--- config.mk ---
export PLATFORM = sky130hd
export DESIGN_NAME = tlb_plru_replacer_flat
export DESIGN_NICKNAME = d
export VERILOG_FILES = /design/src/rtl/tlb_plru_if.sv /design/src/rtl/tlb_plru_replacer.sv /design/src/flat_wrapper.sv
export SDC_FILE = /design/constraint.sdc
export NUM_CORES = 1
export LEC_CHECK = 0
export BUFFER_PORTS_ARGS = -buffer_cell sky130_fd_sc_hd__buf_2
export CORE_UTILIZATION = 51
export CTS_BUF_LIST = sky130_fd_sc_hd__clkbuf_4 sky130_fd_sc_hd__clkbuf_8
export CTS_CLUSTER_SIZE = 30
export DETAILED_ROUTE_END_ITERATION = 16
export HOLD_SLACK_MARGIN = 0.15
export PLACE_DENSITY = 0.87
export REMOVE_ABC_BUFFERS = 1
export SETUP_SLACK_MARGIN = 0.15
export SYNTH_ARGS = -nofsm -noshare
export SYNTH_HDL_FRONTEND = slang
export SYNTH_SLANG_ARGS = --single-unit
--- constraint.sdc ---
create_clock -name clk -period 3.2 [get_ports clk]
set_input_delay 0.16 -clock clk [delete_from_list [all_inputs] [get_ports clk]]
set_output_delay 0.16 -clock clk [all_outputs]
set_load 0.1 [all_outputs]
--- src/rtl/tlb_plru_if.sv ---
// Fill/hit/flush handshake between the TLB control path and the PLRU victim selector.
// The master drives requests and CAM status. The slave returns the fill target.
interface tlb_plru_if #(
    parameter int TLB_ENTRIES = 8
) ();
    localparam int LOGN = $clog2(TLB_ENTRIES);

    logic                   TLBWrite;
    logic                   TLBFlush;
    logic                   TLBHit;
    logic [TLB_ENTRIES-1:0] Matches;
    logic [TLB_ENTRIES-1:0] Valid;
    logic [TLB_ENTRIES-1:0] WriteEnables;
    logic [LOGN-1:0]        VictimIndex;

    modport master (
        output TLBWrite,
        output TLBFlush,
        output TLBHit,
        output Matches,
        output Valid,
        input  WriteEnables,
        input  VictimIndex
    );

    modport slave (
        input  TLBWrite,
        input  TLBFlush,
        input  TLBHit,
        input  Matches,
        input  Valid,
        output WriteEnables,
        output VictimIndex
    );
endinterface

--- src/rtl/tlb_plru_replacer.sv ---
// Tree pseudo-LRU victim selector for the TLB.
// Invalid entries are filled first. Otherwise the victim is found by walking the PLRU tree.
module tlb_plru_replacer #(
    parameter int TLB_ENTRIES = 8
) (
    input  logic          clk,
    input  logic          reset,
    tlb_plru_if.slave     bus
);
    localparam int LOGN  = $clog2(TLB_ENTRIES);
    localparam int NODES = TLB_ENTRIES - 1;

    logic [NODES-1:0]       r_plru;
    logic [NODES-1:0]       w_plru_next;
    logic [LOGN-1:0]        w_tree_idx;
    logic [LOGN-1:0]        w_inv_idx;
    logic                   w_any_invalid;
    logic [LOGN-1:0]        w_victim;
    logic [LOGN-1:0]        w_match_idx;
    logic                   w_any_match;
    logic [TLB_ENTRIES-1:0] w_write_en;

    // Each node on the path to idx is pointed at the sibling subtree.
    function automatic logic [NODES-1:0] touch(input logic [NODES-1:0] plru,
                                               input logic [LOGN-1:0]  idx);
        logic [NODES-1:0] t;
        int               node;
        t = plru;
        for (int lvl = 0; lvl < LOGN; lvl++) begin
            node    = (1 << lvl) - 1 + int'(idx >> (LOGN - lvl));
            t[node] = ~idx[LOGN-1-lvl];
        end
        return t;
    endfunction

    always_comb begin
        int   node;
        logic b;
        w_tree_idx = '0;
        node       = 0;
        for (int lvl = 0; lvl < LOGN; lvl++) begin
            b                      = r_plru[node];
            w_tree_idx[LOGN-1-lvl] = b;
            node                   = 2 * node + 1 + int'(b);
        end
    end

    always_comb begin
        w_inv_idx = '0;
        for (int i = TLB_ENTRIES - 1; i >= 0; i--) begin
            if (!bus.Valid[i]) begin
                w_inv_idx = i[LOGN-1:0];
            end
        end
    end

    always_comb begin
        w_match_idx = '0;
        for (int i = TLB_ENTRIES - 1; i >= 0; i--) begin
            if (bus.Matches[i]) begin
                w_match_idx = i[LOGN-1:0];
            end
        end
    end

    assign w_any_invalid = ~&bus.Valid;
    assign w_any_match   = |bus.Matches;
    assign w_victim      = w_any_invalid ? w_inv_idx : w_tree_idx;
    assign w_write_en    = bus.TLBWrite ? (TLB_ENTRIES'(1) << w_victim) : '0;

    always_comb begin
        w_plru_next = r_plru;
        if (bus.TLBFlush) begin
            w_plru_next = '0;
        end else if (bus.TLBWrite) begin
            w_plru_next = touch(r_plru, w_victim);
        end else if (bus.TLBHit && w_any_match) begin
            w_plru_next = touch(r_plru, w_match_idx);
        end
    end

    always_ff @(posedge clk) begin
        if (reset) begin
            r_plru <= '0;
        end else begin
            r_plru <= w_plru_next;
        end
    end

    assign bus.WriteEnables = w_write_en;
    assign bus.VictimIndex  = w_victim;
endmodule

--- src/flat_wrapper.sv ---
// flat-port wrapper written by rule: the top's interface ports become plain ports
module tlb_plru_replacer_flat 
#(
    parameter int TLB_ENTRIES = 8
)
  (clk, reset, bus_TLBWrite, bus_TLBFlush, bus_TLBHit, bus_Matches, bus_Valid, bus_WriteEnables, bus_VictimIndex);
  tlb_plru_if #(.TLB_ENTRIES(TLB_ENTRIES)) bus_i ();
  input  logic clk;
  input  logic reset;
  input wire logic [$bits(bus_i.TLBWrite)-1:0] bus_TLBWrite;
  input wire logic [$bits(bus_i.TLBFlush)-1:0] bus_TLBFlush;
  input wire logic [$bits(bus_i.TLBHit)-1:0] bus_TLBHit;
  input wire logic [$bits(bus_i.Matches)-1:0] bus_Matches;
  input wire logic [$bits(bus_i.Valid)-1:0] bus_Valid;
  output wire logic [$bits(bus_i.WriteEnables)-1:0] bus_WriteEnables;
  output wire logic [$bits(bus_i.VictimIndex)-1:0] bus_VictimIndex;
  assign bus_i.TLBWrite = bus_TLBWrite;
  assign bus_i.TLBFlush = bus_TLBFlush;
  assign bus_i.TLBHit = bus_TLBHit;
  assign bus_i.Matches = bus_Matches;
  assign bus_i.Valid = bus_Valid;
  assign bus_WriteEnables = bus_i.WriteEnables;
  assign bus_VictimIndex = bus_i.VictimIndex;
  tlb_plru_replacer #(.TLB_ENTRIES(TLB_ENTRIES)) u_core (.clk(clk), .reset(reset), .bus(bus_i));
endmodule
==> results of run 1 <==
per-stage QoR:
| step | power, mW | instance area, µm² | util |
|---|---|---|---|
| floorplan | 0.168 | 679 | - |
| global placement | 0.198 | 852 | 0.728 |
| detailed placement | 0.201 | 852 | 0.728 |
| CTS | 0.296 | 912 | 0.779 |
| global route | 0.314 | 920 | 0.785 |
| finish | 0.301 | 920 | 0.785 |
timing repair:
action / CTS / global route
endpoints found under the setup margin: 0 / 3
hold buffers: 3 / 0
endpoints found under the hold margin: 2 / 0
resized for setup: 0 / 3
layout make-up:
type | instances | area [µm²]
clock buffers | 4 | 30.0
fillers | 87 | 251
inverters | 6 | 22.5
multi-input cells | 77 | 517
flip-flops and latches | 7 | 140
well taps | 14 | 17.5
repair buffers | 34 | 193
cell families (layout without fill, tap and decap cells):
logic type | Yosys count | after routing
and+or+nand+nor | 46 | 46
muxes | 3 | 3
buffers and inverters | 7 | 44
DFF | 7 | 7
AOI/OAI and AO/OA | 27 | 27
adders and majority gates | 1 | 1
cell usage in the layout, fill, tap and decap left out, types with 2 or more instances in the layout:
cell type	synthesis	final
nor4_1	2	2
inv_1	6	6
nand2b_1	5	5
a21oi_1	5	5
dfxtp_1	7	7
a211oi_1	2	2
o21bai_1	2	2
buf_2	0	28
mux2i_1	2	2
o21ai_0	4	4
dlygate4sd3_1	0	3
nand3_1	2	2
nand4_1	3	3
nor3_1	5	5
nor3b_1	2	2
nand2_1	6	6
nor2_1	12	12
clkbuf_4	0	7
tightest hold or removal path: stages:
cell	delay [ns]
buf_2	0.10
a21o_1	0.17
a21oi_1	0.09
worst min-delay path by stage:
| stage | startpoint | endpoint | cells after the start |
|---|---|---|---|
| after floorplan | bus_TLBFlush | u_core.r_plru[1] | 1 |
| after global placement | bus_TLBFlush | u_core.r_plru[1] | 2 |
| after detailed placement | reset | u_core.r_plru[0] | 2 |
| after CTS | bus_TLBHit | u_core.r_plru[4] | 3 |
| after global routing | bus_TLBHit | u_core.r_plru[4] | 3 |
| final | bus_TLBHit | u_core.r_plru[4] | 3 |
power groups by stage:
| stage | combinational [mW] | sequential [mW] | clock (mW) |
|---|---|---|---|
| global route | 0.118 | 0.0936 | 0.102 |
| global placement | 0.103 | 0.0950 | 0 |
| floorplan | 0.0741 | 0.0942 | 0 |
| detailed placement | 0.106 | 0.0952 | 0 |
| finish | 0.112 | 0.0934 | 0.0954 |
| CTS | 0.109 | 0.0932 | 0.0943 |
layer usage:
layer | vias up | share of wire
met5 | - | 0
met4 | 0 | 0.030
met3 | 8 | 0.069
met2 | 52 | 0.50
met1 | 409 | 0.40
li1 | 421 | -
==> flow_summary.yaml, run 1 <==
worst_setup_path:
  crit_cells: 8
  crit_path_end: "bus_WriteEnables[4]"
  path_cells: "mux2i_2, ha_1, o2111ai_1, nand4_1, o21ai_2, inv_1, nor3_1, clkbuf_4"
  r2r-end: "u_core.r_plru[6]"
  end_kind: "output pin"
  cp-start-kind: "register"
  rr_worst_depth: 8
  path_buf_inv: 2
  crit_family: "buffers and inverters"
  r2r_setup_slack_ns: 0.86
  crit_type: "register to output pin"
  critical-path-slowest-cell: "dfxtp_1"
  critPathArrivalTime_ns: 2.80
  cp.required_ns: 3.04
  crit_fanout: 6
  reg2reg_from: "u_core.r_plru[0]"
  cpPeakStageDelay_ns: 0.41
  crit_start: "u_core.r_plru[0]"
logic_synthesis:
  synth.most_common_cell: "nor2_1"
  synthMuxAreaShare: 0.0495
  ys_ff_latch: 7
  synth_xor_area_frac: 0
  synth_compound_area_frac: 0.306
  synth_adder_area_share: 0.0183
  synth_area_leaders: "dfxtp_1, nor2_1, nand2b_1"
  syn_inst: 91
  syn_avg_cell_area_um2: 7.51
  synth_top_family_by_area: "simple AND/OR/NAND/NOR gates"
  yosysSeqAreaShare: 0.205
  synth-simple-area-share: 0.383
  synth_top_area_frac: 0.205
  synth_common_cells: "nor2_1, dfxtp_1, inv_1, nand2_1"
  yosysTopAreaCell: "dfxtp_1"
  yosys_warnings: 0
  synth_edf_count: 0
  synth_ff_type: "dfxtp_1"
  synth_cell_type_count: 41
  synth_area_um2: 683
  synth-async-reset-ratio: 0
power_and_ir_drop:
  swShare: 0.397
  intPower_uw: 181
  pwr-share-comb: 0.372
  pwr-share-seq: 0.311
  p_sw_uw: 119
  clock_power_share: 0.317
  peakVddDrop_v: 0.000328
  pwr_density_cell_mw_per_mm2: 327
  p_leak_nw: 0.409
run:
  maxCapViolations: 0
routing:
  wire_per_inst_um: 15.3
  post_drt_via_cell_ratio: 6.27
  antenna_left: 0
  drt_pass1_iterations: 5
  route.detailed.drc: 0
  drtIter0Drc: 32
  drt_wl_total_um: 2180
  num_vias: 890
global_routing:
  met3_usage: 0.0867
  grt_overflow: 0
  grt.total_usage: 0.314
  antenna_found_initial: 0
  met2_usage: 0.546
  top_usage_layer: "met2"
  grt_max_degree: 12
  grt_pass1_vias: 779
  grt_pass1_wl_um: 3200
  globalRouteMet1Util: 0.362
cells_and_area:
  area_growth_pct: 34.6
  largest-register: "u_core.r_plru"
  largest_registers: "u_core.r_plru: 7 flops"
  layout-drive-gt1-share: 0.328
  stdcell_count: 142
  diodes: 0
  layout.nets: 151
  largest_reg_flops: 7
floorplanning:
  die_x_um: 38.6
  die_y_um: 38.6
  fp-row-count: 12
  start_util: 0.583
  io_pins: 32
  fp.dieArea_mm2: 0.00149
  core_area_mm2: 0.00117
sta:
  hold_violations: 0
  clock.fmax_mhz: 338
  slew_headroom: 0.677
  setup_viol: 0
  rsz0062_at_grt: "no"
  maxSlewViolCount: 0
  period_needed_ns: 2.96
  worst_pin_slew_ns: 0.489
  min_period_over_period: 0.925
  tns_ns: 0
  fin_hold_ws_ns: 0.312
  clock_skew_ns: 0.00734
  setup_ws_ns: 0.241
clock_network:
  cts_buffer_depth: 2
  clockRootBuffer: "clkbuf_4"
  clock_latency_ns: 0.26
  numCtsBuffers: 3
  postCtsSetupRepairBufs: 0
  cts_tree: "built"
  cts.htree.levels: 1
  path_clk_slew_ns: 0.06
  clock_sinks: 7
placed_design:
  dp.cells: 135
  place_ws_ns: 0.491
  dpl.hpwl_um: 1540
  portBuffers: 31
  place.gp.congestion: 0.871
status:
  status: "completed"
hold_path:
  min_path_type: "input port to register"
Note: power is estimated with default switching activity, not from simulation.
==> run 2: changes to the inputs <==
--- a/constraint.sdc
+++ b/constraint.sdc
@@ -3,2 +3,2 @@
 set_output_delay 0.16 -clock clk [all_outputs]
-set_load 0.1 [all_outputs]
+set_load 0.02 [all_outputs]
==> run 2 against run 1 <==
Hold slack improved by 0.0051 ns. Utilization shrank 0.64 points. Clock power down 2%. Final area is 0.82% lower. Non-clock buffer count unchanged. Die area stayed put. Critical path type unchanged. Power shrank 10%. Clock skew is 0.0038 ns higher.
==> flow_summary.yaml, run 2 (synthesized netlist as in run 1, its figures left out) <==
hold_path:
  min_path_type: "input port to register"
power_and_ir_drop:
  pwr_density_cell_mw_per_mm2: 296
  peakVddDrop_v: 0.000316
  p_leak_nw: 0.411
worst_setup_path:
  crit_fanout: 6
  r2r-end: "u_core.r_plru[3]"
  critPathArrivalTime_ns: 2.60
  crit_type: "register to output pin"
  cp-start-kind: "register"
  rr_worst_depth: 7
  path_cells: "mux2i_2, ha_1, o2111ai_1, nand4_1, o21ai_2, inv_1, nor3_1, buf_2"
  cp.required_ns: 3.04
  cpPeakStageDelay_ns: 0.42
  r2r_setup_slack_ns: 0.91
  crit_path_end: "bus_WriteEnables[4]"
  crit_start: "u_core.r_plru[0]"
  path_buf_inv: 2
  crit_family: "compound AO/OA/AOI/OAI gates"
  reg2reg_from: "u_core.r_plru[0]"
  crit_cells: 8
  end_kind: "output pin"
  critical-path-slowest-cell: "dfxtp_1"
cells_and_area:
  diodes: 0
  largest_registers: "u_core.r_plru: 7 flops"
  largest_reg_flops: 7
  area_growth_pct: 33.5
  final_cell_mix: "buf_2, nor2_1, dfxtp_1, inv_1, nand2_1"
  final_common_cell: "buf_2"
  layout.nets: 151
  layout-drive-gt1-share: 0.328
  largest-register: "u_core.r_plru"
sta:
  tns_ns: 0
  rsz0062_at_grt: "no"
  slew_headroom: 0.763
  clock.fmax_mhz: 363
  period_needed_ns: 2.76
  min_period_over_period: 0.862
  clock_skew_ns: 0.0111
  hold_violations: 0
  setup_ws_ns: 0.442
  worst_pin_slew_ns: 0.348
  maxSlewViolCount: 0
  setup_viol: 0
routing:
  antenna_left: 0
  route.detailed.drc: 0
  drt_pass1_iterations: 4
  num_vias: 890
  wire_per_inst_um: 14.9
  drt_wl_total_um: 2110
  drtIter0Drc: 23
  post_drt_via_cell_ratio: 6.27
floorplanning:
  io_pins: 32
  die_y_um: 38.6
  fp-row-count: 12
  die_x_um: 38.6
  start_util: 0.583
  core_area_mm2: 0.00117
  fp.dieArea_mm2: 0.00149
global_routing:
  grt.total_usage: 0.314
  grt_max_degree: 12
  grt_pass1_wl_um: 3200
  grt_overflow: 0
  grt_pass1_vias: 779
  antenna_found_initial: 0
clock_network:
  cts.htree.levels: 1
  clockRootBuffer: "clkbuf_4"
  cts_tree: "built"
  clock_latency_ns: 0.26
  numCtsBuffers: 3
  cts_buffer_depth: 2
  postCtsSetupRepairBufs: 0
  clock_sinks: 7
  path_clk_slew_ns: 0.06
  cts_resized: 0
placed_design:
  place_ws_ns: 0.755
  place.gp.congestion: 0.871
  portBuffers: 31
  dpl.hpwl_um: 1540
status:
  status: "completed"
run:
  maxCapViolations: 0
run 2: cell types whose count changed in the layout (fill, tap and decap cells not counted), sizes merged:
cell,before,now
buf,28,31
clkbuf,7,4
run 2: layout make-up:
cell class | count | area (µm²)
multi-input combinational | 77 | 517
tap | 14 | 17.5
fill | 88 | 259
timing repair buffer | 34 | 185
clock buffer | 4 | 30.0
inverter | 6 | 22.5
sequential | 7 | 140
run 2: worst min-delay path by stage:
stage	from	end	slack [ns]	cells after the start
5_1_grt	bus_TLBHit	u_core.r_plru[4]	0.32	3
3_3_place_gp	bus_TLBFlush	u_core.r_plru[1]	0.36	2
2_1_floorplan	bus_TLBFlush	u_core.r_plru[1]	0.24	1
3_5_place_dp	reset	u_core.r_plru[0]	0.37	2
6_report	bus_TLBHit	u_core.r_plru[4]	0.32	3
4_1_cts	bus_TLBHit	u_core.r_plru[4]	0.30	3
run 2: repair_timing:
action | CTS | global route
hold endpoints to repair | 2 | 0
hold buffers | 3 | 0
endpoints found under the setup margin | 0 | 0
run 2: stage by stage:
stage	hold WS (ns)	instances	cell area, µm²	utilization	total power, mW
2_1_floorplan	0.238	90	679	-	0.140
3_3_place_gp	0.358	135	852	0.728	0.170
3_5_place_dp	0.366	135	852	0.728	0.173
4_1_cts	0.302	142	912	0.779	0.268
5_1_grt	0.324	142	912	0.779	0.285
6_report	0.317	142	912	0.779	0.270
run 2: report_power, final:
group / internal, mW / switching (mW)
registers: 0.0901 / 0.00341
clock network: 0.0564 / 0.0371
logic: 0.0344 / 0.0485
total: 0.181 / 0.0890
run 2: worst min-delay path, delay by kind of cell:
kind                   cells  cell delay [ns]
AO/OA/AOI/OAI              2             0.26
buffers and inverters      1             0.10
run 2: per-layer routing:
| layer | track usage | part of all wire | up-vias |
|---|---|---|---|
| met2 | 0.546 | 0.48 | 57 |
| li1 | - | - | 421 |
| met4 | 0.112 | 0.029 | 0 |
| met3 | 0.0867 | 0.085 | 8 |
| met1 | 0.362 | 0.40 | 404 |
| met5 | 0 | 0 | - |
==> run 3: changes to the inputs <==
ABC_AREA = 1   (was default)
CORE_UTILIZATION = 53   (was 51)
PLACE_DENSITY = 0.86   (was 0.87)
==> run 3 against run 2 <==
Hold slack got worse by 0.065 ns. Sequential share of layout area fell by 1.6 points. Critical path type unchanged. Highest routed layer unchanged. Sequential power fell by 0.6%.
==> flow_summary.yaml, run 3 <==
clock_network:
  clock_sinks: 7
  cts_hold_buf: 0
  path_clk_slew_ns: 0.05
  numCtsBuffers: 3
  postCtsSetupRepairBufs: 0
  cts_tree: "built"
  clock_latency_ns: 0.25
  cts_resized: 0
  clockRootBuffer: "clkbuf_4"
  cts_buffer_depth: 2
  cts.htree.levels: 1
sta:
  clock_skew_ns: 0.00619
  hold_violations: 0
  tns_ns: 0
  min_period_over_period: 0.705
  period_needed_ns: 2.26
  setup_viol: 0
  rsz0062_at_grt: "no"
  worst_pin_slew_ns: 0.469
  slew_headroom: 0.687
  maxSlewViolCount: 0
  clock.fmax_mhz: 443
cells_and_area:
  layout.nets: 214
  layout-drive-gt1-share: 0.262
  largest_registers: "u_core.r_plru: 7 flops"
  fin_util: 0.744
  final_cell_mix: "nand2_1, buf_2, inv_1, nor2_1, a21oi_1"
  multi_input_area_um2: 559
  area_growth_pct: 25.1
  regArea_um2: 140
  fillers: 130
  final_common_cell: "nand2_1"
  largest_reg_flops: 7
  diodes: 0
  largest-register: "u_core.r_plru"
placed_design:
  dpl.hpwl_um: 1700
  place.gp.congestion: 0.806
  portBuffers: 31
logic_synthesis:
  synth_edf_count: 0
  yosysTopAreaCell: "nand2_1"
  synth_area_um2: 812
  syn_avg_cell_area_um2: 5.21
  synth.most_common_cell: "nand2_1"
  synth_cell_type_count: 17
  synth_area_leaders: "nand2_1, dfxtp_1, inv_1"
  synth-async-reset-ratio: 0
  ys_ff_latch: 7
  yosys_warnings: 0
  synth_top_area_frac: 0.263
  yosysSeqAreaShare: 0.173
  synth_common_cells: "nand2_1, inv_1, nor2_1"
  syn_inst: 156
  synth_ff_type: "dfxtp_1"
routing:
  drtIter0Drc: 23
  drt_wl_total_um: 2000
  num_vias: 1020
  route.detailed.drc: 0
  drt_pass1_iterations: 4
  wire_per_inst_um: 9.72
  antenna_left: 0
  post_drt_via_cell_ratio: 4.95
worst_setup_path:
  cp-start-kind: "register"
  cp.required_ns: 3.04
  r2r-end: "u_core.r_plru[3]"
  crit_start: "u_core.r_plru[0]"
  end_kind: "output pin"
  critPathArrivalTime_ns: 2.10
  crit_cells: 12
  crit_type: "register to output pin"
  crit_path_end: "bus_WriteEnables[0]"
  r2r_setup_slack_ns: 1.38
  crit_top_cell: "inv_1"
  crit_family: "simple AND/OR/NAND/NOR gates"
  reg2reg_from: "u_core.r_plru[0]"
  path_buf_inv: 4
  rr_worst_depth: 11
  crit_fanout: 9
  path_cells: "nand2_2, nand2_4, inv_1, ha_1, inv_1, nand3_1, a21oi_1, nand2_1, nand2_2, nand2_1, inv_1, buf_2"
  cpPeakStageDelay_ns: 0.40
  critical-path-slowest-cell: "dfxtp_1"
floorplanning:
  fp.dieArea_mm2: 0.00169
  die_y_um: 41.1
  start_util: 0.594
  fp-row-count: 13
  io_pins: 32
  die_x_um: 41.1
  core_area_mm2: 0.00137
global_routing:
  grt_max_degree: 10
  grt_overflow: 0
  antenna_found_initial: 0
  grt_pass1_vias: 807
  grt.total_usage: 0.259
  grt_pass1_wl_um: 2900
status:
  status: "completed"
power_and_ir_drop:
  pwr_density_cell_mw_per_mm2: 265
  p_leak_nw: 0.652
  peakVddDrop_v: 0.000336
  total_power_uw: 269
hold_path:
  min_path_type: "input port to register"
  min_path_cells: 4
run:
  maxCapViolations: 0
run 3: changes by cell type in the layout (fill, tap and decap cells not counted), sizes merged, moves of 5 or more:
cell	delta
nand2b	-5
nand2	+59
a21oi	+8
inv	+24
nand3	+8
nor2	+8
run 3: area by class of cell:
type                            instances  share of cell area
Multi-Input combinational cell        119               0.550
Sequential cell                         7               0.138
Clock buffer                            4              0.0296
Inverter                               30               0.111
Timing Repair Buffer                   31               0.153
Tap cell                               15              0.0185
run 3: worst min path at each step:
stage,startpoint,to
floorplan,reset,u_core.r_plru[1]
global placement,reset,u_core.r_plru[5]
detailed placement,reset,u_core.r_plru[5]
CTS,reset,u_core.r_plru[5]
global route,reset,u_core.r_plru[5]
finish,reset,u_core.r_plru[5]
run 3: where the power goes:
part | total (mW) | switching [mW] | internal [mW]
logic | 0.0899 | 0.0573 | 0.0326
registers | 0.0930 | 0.00261 | 0.0904
clock network | 0.0861 | 0.0302 | 0.0559
run 3: metal layers:
layer,track usage,part of all wire,up-vias
met1,0.275,0.46,440
li1,-,-,547
met5,0,0,-
met2,0.496,0.49,31
met3,0.0870,0.047,2
met4,0.0323,0.0065,0
run 3: logic make-up after synthesis:
family,count (synthesis),share of synthesized area
buffers and inverters,30,0.139
adders and majority gates,1,0.0154
and+or+nand+nor,98,0.545
DFF,7,0.173
AOI/OAI and AO/OA,20,0.128
run 3: worst reg2reg max path, delay by kind of cell, from the launching register on:
| family | cells | cell delay, ns |
|---|---|---|
| AOI/OAI and AO/OA | 2 | 0.29 |
| adders and majority gates | 1 | 0.30 |
| buffers and inverters | 2 | 0.12 |
| DFF | 1 | 0.40 |
| and+or+nand+nor | 6 | 0.63 |
run 3: stage by stage:
stage | hold slack, ns | setup WS (ns) | instance area (µm²) | cells
floorplan | 0.370 | 1.30 | 812 | 156
global route | 0.263 | 0.857 | 1020 | 206
detailed placement | 0.494 | 1.26 | 986 | 202
CTS | 0.239 | 0.989 | 1020 | 206
finish | 0.252 | 0.943 | 1020 | 206
global placement | 0.501 | 1.36 | 986 | 202
